[config.mk]
export PLATFORM = sky130hd
export DESIGN_NAME = wb_trace_fifo
export DESIGN_NICKNAME = d
export VERILOG_FILES = /design/src/rtl/wb_trace_fifo.sv
export SDC_FILE = /design/constraint.sdc
export NUM_CORES = 2
export LEC_CHECK = 0
export CORE_UTILIZATION = 61
export DETAILED_ROUTE_END_ITERATION = 6
export PLACE_DENSITY = 0.78
export SYNTH_ARGS = -nofsm -noshare
export SYNTH_HDL_FRONTEND = slang
export SYNTH_SLANG_ARGS = --single-unit
[constraint.sdc]
create_clock -name clk -period 16.9 [get_ports clk]
set_input_delay 5.07 -clock clk [delete_from_list [all_inputs] [get_ports clk]]
set_output_delay 5.07 -clock clk [all_outputs]
set_load 0.005 [all_outputs]
[src/rtl/wb_trace_fifo.sv]
// Write-back trace buffer: queues retired GRF and DM writes for the bench.
// FWFT valid/ready output, two pushes and one pop per edge, overflow counted.
module wb_trace_fifo #(
    parameter int DEPTH = 16
) (
    input  logic                     clk,
    input  logic                     reset,
    input  logic                     grf_we,
    input  logic [31:0]              grf_pc,
    input  logic [4:0]               grf_addr,
    input  logic [31:0]              grf_wdata,
    input  logic                     dm_we,
    input  logic [31:0]              dm_pc,
    input  logic [31:0]              dm_addr,
    input  logic [31:0]              dm_wdata,
    output logic                     out_valid,
    input  logic                     out_ready,
    output logic                     out_kind,
    output logic [31:0]              out_pc,
    output logic [31:0]              out_addr,
    output logic [31:0]              out_data,
    output logic [$clog2(DEPTH):0]   count,
    output logic                     overflow,
    output logic [15:0]              dropped
);
    localparam int AW = $clog2(DEPTH);

    typedef struct packed {
        logic        kind;
        logic [31:0] pc;
        logic [31:0] addr;
        logic [31:0] data;
    } entry_t;

    entry_t        mem [DEPTH];
    entry_t        head;
    entry_t        grf_e;
    entry_t        dm_e;
    logic [AW-1:0] rptr;
    logic [AW-1:0] wptr;
    logic [AW-1:0] wptr1;
    logic [AW+1:0] free;
    logic          grf_c;
    logic          dm_c;
    logic          pop;
    logic          grf_push;
    logic          dm_push;
    logic [1:0]    npush;
    logic [1:0]    ndrop;
    logic [16:0]   dsum;

    always_comb begin
        grf_c    = grf_we && (grf_addr != 5'd0);
        dm_c     = dm_we;
        pop      = out_valid && out_ready;
        // a pop on this edge frees a slot the pushes may reuse
        free     = (AW+2)'(DEPTH) - {1'b0, count}
                 + {{(AW+1){1'b0}}, pop};
        grf_push = grf_c && (free != '0);
        if (grf_push)
            dm_push = dm_c && (free >= (AW+2)'(2));
        else
            dm_push = dm_c && (free >= (AW+2)'(1));
        npush    = {1'b0, grf_push} + {1'b0, dm_push};
        ndrop    = {1'b0, grf_c & ~grf_push}
                 + {1'b0, dm_c & ~dm_push};
        dsum     = {1'b0, dropped} + {15'b0, ndrop};
        wptr1    = wptr + AW'(grf_push);
        grf_e    = '{kind: 1'b0, pc: grf_pc,
                     addr: {27'b0, grf_addr}, data: grf_wdata};
        dm_e     = '{kind: 1'b1, pc: dm_pc,
                     addr: dm_addr, data: dm_wdata};
    end

    always_comb begin
        head      = mem[rptr];
        out_valid = (count != '0);
        out_kind  = out_valid ? head.kind : 1'b0;
        out_pc    = out_valid ? head.pc   : 32'b0;
        out_addr  = out_valid ? head.addr : 32'b0;
        out_data  = out_valid ? head.data : 32'b0;
    end

    always_ff @(posedge clk or posedge reset) begin
        if (reset) begin
            rptr     <= '0;
            wptr     <= '0;
            count    <= '0;
            overflow <= 1'b0;
            dropped  <= 16'h0;
        end else begin
            if (pop)
                rptr <= rptr + AW'(1);
            wptr  <= wptr + AW'(npush);
            count <= count + (AW+1)'(npush) - (AW+1)'(pop);
            if (ndrop != 2'd0) begin
                overflow <= 1'b1;
                dropped  <= dsum[16] ? 16'hFFFF : dsum[15:0];
            end
        end
    end

    // GRF lands first, so DM takes the following slot
    always_ff @(posedge clk) begin
        if (grf_push)
            mem[wptr] <= grf_e;
        if (dm_push)
            mem[wptr1] <= dm_e;
    end
endmodule

==> impl_results.md <==
* Final critical-path share of the clock period at 73.6%
* Width of the chip at 384 um
* I/O pin total at 290
* Starting density of the core at 61.7%
* Max-Cap Viols at 0
* Placeable core region at 144000 sq um
* Unrepaired setup endpoints after global routing: no
* Nets in the synthesized netlist at 7202
* Largest net degree at the start of global routing at 223
* Area delta synth->final at 9.15%
* Count of port buffers added during placement at 289
* Level count of the clock H-tree at 4
* CTS Buf Count at 166
* Worst Hold Launch: mem[6][96]$_SDFFE_PP1P_
* Sw power at 5820 uW
* Total clock sinks at ~1600
* Count of flip-flops with a built-in enable after synthesis at roughly 1500
* CP required at between 15 and 20 ns
* Flops & latches, synth at roughly 1600
* Antenna Violating Nets Remaining at 0
* Clock period minus worst slack at 12.44 ns
* CP endpoint kind: flip-flop
* Longest individual stage delay on the worst path at 1.02 ns
* Number of buffers inserted for hold repair after clock tree synthesis at 0
* Placed insts at 8423
* Number of antenna violations at the first check in global routing at 28
* Post-synth ARST share at between 1.5 and 2%
* Row cnt at 139
* Clk_lat worst skew at approximately 0.85 ns
* Max transition margin at 14.7%
* Source of the worst register-to-register timing path: count[2]$_DFF_PP0_
* Total power divided by cell area at 166 nW/um^2
* Clock Tree Root: sky130_fd_sc_hd__clkbuf_16
* Comb pwr share at 41.6%
* Setup total negative slack at 0 ns
* Synthesized cell area at 89000 sq um
* Area of the die at 147000 sq um
* DRC marker count from the first detailed-route iteration at 9948
* Detailed placement HPWL at 147000 um
* Reg-to-reg slack, setup at roughly 8 ns
* Critical Path Start Type: input pin
* CTS tree: yes
* Final global-route overflow total at 0
* Number of buffers and inverters on the critical path at 5
* F_max at 0.0804 GHz
* Routed WL per cell at 31.8 um
* Number of cells traversed by the worst register-to-register path at 21
* Mean number of vias per cell at around 7
* Worst setup margin at 4.46 ns
* Routing usage on met2 at 58.3%
* Seq/Total Area, Yosys at 53.0%
* Reg-to-reg endpoint: mem[15][24]$_DFFE_PP_
* Part of the total power dissipated in sequential elements at between 30% and 40%
* Internal power component at approximately 10000 uW
* Number of detailed-routing iterations run before antenna repair at 6
* Busiest layer in global routing: met2
* Top cells by area, synth: sky130_fd_sc_hd__edfxtp_1 (52%), sky130_fd_sc_hd__mux2_2 (13%), sky130_fd_sc_hd__mux4_2 (12%), sky130_fd_sc_hd__nand3_1 (5.9%), sky130_fd_sc_hd__nor2_1 (4.4%)
* Hold Path Class: reg2reg
* Clock Power Share at 22.0%
* GR met3 Demand/Resource at 9.66%
* Number of global-route vias before repair at 62241
* Layout cell share with drive strength beyond 1 at approximately 28%
* Non-Filler Instances at 8732
* Worst voltage drop across the vdd grid at 153 uV
* Top flip-flop cell by instance count after synthesis: sky130_fd_sc_hd__edfxtp_1
* Share of Yosys cell area claimed by the top area cell type at 51.8%
* Number of gates resized after CTS at 0
* Total of warnings raised by yosys at 0
* Hold Worst Slack at about 0.45 ns
* Max Transition Viols Final at 0
* Placer congestion estimate at 0.837
* First-pass GRT wire length at 409000 um
* Most repeated cell in the gate-level netlist after synthesis: sky130_fd_sc_hd__edfxtp_1
* Most used standard cells in the synthesized netlist: sky130_fd_sc_hd__edfxtp_1 (1536), sky130_fd_sc_hd__nand3_1 (1044), sky130_fd_sc_hd__nor2_1 (1043), sky130_fd_sc_hd__mux2_2 (1033), sky130_fd_sc_hd__clkbuf_1 (649)
* Global-route met1 utilization at about half
* Vias at between 60000 and 70000
* Standard cell with the maximum stage delay on the critical path: sky130_fd_sc_hd__buf_4
* Mean cell area of the mapped netlist at 12.7 sq um
* Mapped Cells at 7009
* Final hold violation count at 0
* Number of nets in the finished design at 6881
* Hold-critical path depth at 1
* Overall track demand over capacity in global routing at about 38%
* Startpoint-to-endpoint class of the critical path: in2reg
* CP startpoint: out_ready
* Total Routed Length at about 280000 um
* Worst setup skew after layout at 0.0298 ns
* Crit path top cell by count: sky130_fd_sc_hd__ha_1
* Worst path arrival time at approximately 13 ns
* Largest driver fanout on the critical path at 67
* Clk slew on worst S/H paths at 0.06 ns
* Cell type with the highest aggregate area in the netlist: sky130_fd_sc_hd__edfxtp_1
* Count of unique library cells instantiated by Yosys at 47
* Post-Place Worst Slack at around 3.9 ns
* Endpoint of the worst hold path: mem[6][96]$_SDFFE_PP1P_
* Bufs on Longest Clock Path at 3
* Family of cells with the greatest summed delay on the critical path: buffers and inverters
* Status: completed
* Slew of the pin with the lowest slew margin at 1.28 ns
* Total of fill cells in the finished design at 9798
* Postcts setup bufs at 0
* CP Cell Sequence: clkdlybuf4s50_1 > nand2_1 > ha_1 > inv_1 > ha_1 > or4b_2 > o31ai_1 > o211a_4 > nor2_1 > ha_1 > ha_1 > xor2_1 > nand2_1 > a2111oi_4 > buf_4 > nand2b_4 > buf_4 > buf_4
* Y dimension of the die at 384 um
* Total of endpoints with negative setup slack in the final report at 0
* Switching share of power at 36.0%
* Number of design rule violations left after detail routing at 0
* Static leakage power at 0.0343 uW
## power groups by stage
| stage | combinational, uW | clock [uW] | sequential, uW |
|---|---|---|---|
| 2_1_floorplan | 4140 | 0 | 5810 |
| 5_1_grt | 6910 | 3700 | 5940 |
| 3_3_place_gp | 6490 | 0 | 5900 |
| 6_report | 6730 | 3560 | 5880 |
| 3_5_place_dp | 6580 | 0 | 5940 |
| 4_1_cts | 6610 | 3550 | 5870 |
## routing by layer
| layer | routed length [um] | part of all wire (%) |
|---|---|---|
| met5 | 98 | 0.035 |
| met4 | 15100 | 5.4 |
| met3 | 36800 | 13 |
| met2 | 130000 | 47 |
| met1 | 96200 | 35 |
## cell type report
| cell class | count | area (sq um) | area share [%] |
|---|---|---|---|
| antenna | 20 | 50.0 | 0.0515 |
| clock buffer | 212 | 4370 | 4.50 |
| clock inverter | 77 | 732 | 0.753 |
| inverter | 17 | 63.8 | 0.0657 |
| multi-input combinational | 4520 | 38500 | 39.6 |
| sequential | 1582 | 47200 | 48.6 |
| tap | 1903 | 2380 | 2.45 |
| timing repair buffer | 401 | 3870 | 3.98 |
## state kept, by name (all words and copies together) (netlist names)
register  count
count         5
dropped      16
mem        1552
overflow      1
rptr          4
wptr          4
## cells by family (layout without fill, tap and decap cells)
group / Yosys count / count (layout) / synth area share (%)
simple gates: 2831 / 2831 / 15.3
mux: 1594 / 1594 / 26.3
flops: 1582 / 1582 / 53.0
buf+inv: 907 / 707 / 4.05
compound gates: 53 / 53 / 0.782
fa+ha+maj: 23 / 23 / 0.349
xor+xnor: 19 / 19 / 0.187
other cells: 0 / 20 / 0
## stage by stage
step / instance area (sq um) / power, uW / util [%]
after floorplan: 89000 / 9950 / -
after global placement: 92000 / 12400 / 63.8
after detailed placement: 92000 / 12500 / 63.8
after CTS: 97100 / 16000 / 67.4
after global routing: 97100 / 16600 / 67.4
final: 97200 / 16200 / 67.4
## cells in the final DEF (no fill, tap or decap), types with 43 or more instances in the layout
cell	n
sky130_fd_sc_hd__nand2_1	67
sky130_fd_sc_hd__mux4_2	485
sky130_fd_sc_hd__clkbuf_16	167
sky130_fd_sc_hd__clkbuf_1	43
sky130_fd_sc_hd__and2_1	536
sky130_fd_sc_hd__nand3_1	1044
sky130_fd_sc_hd__buf_4	101
sky130_fd_sc_hd__nor4_1	80
sky130_fd_sc_hd__clkdlybuf4s50_1	289
sky130_fd_sc_hd__mux2_2	1033
sky130_fd_sc_hd__nor2_1	1031
sky130_fd_sc_hd__mux2_1	73
sky130_fd_sc_hd__edfxtp_1	1536
## worst max-delay path by stage
stage,to,cells past startpoint
floorplan,mem[15][0]$_DFFE_PP_,17
global placement,mem[15][67]$_DFFE_PP_,18
detailed placement,mem[15][67]$_DFFE_PP_,18
CTS,mem[15][78]$_DFFE_PP_,18
global route,mem[15][24]$_DFFE_PP_,18
finish,mem[15][24]$_DFFE_PP_,18
Note: power is estimated with default switching activity, not from simulation.
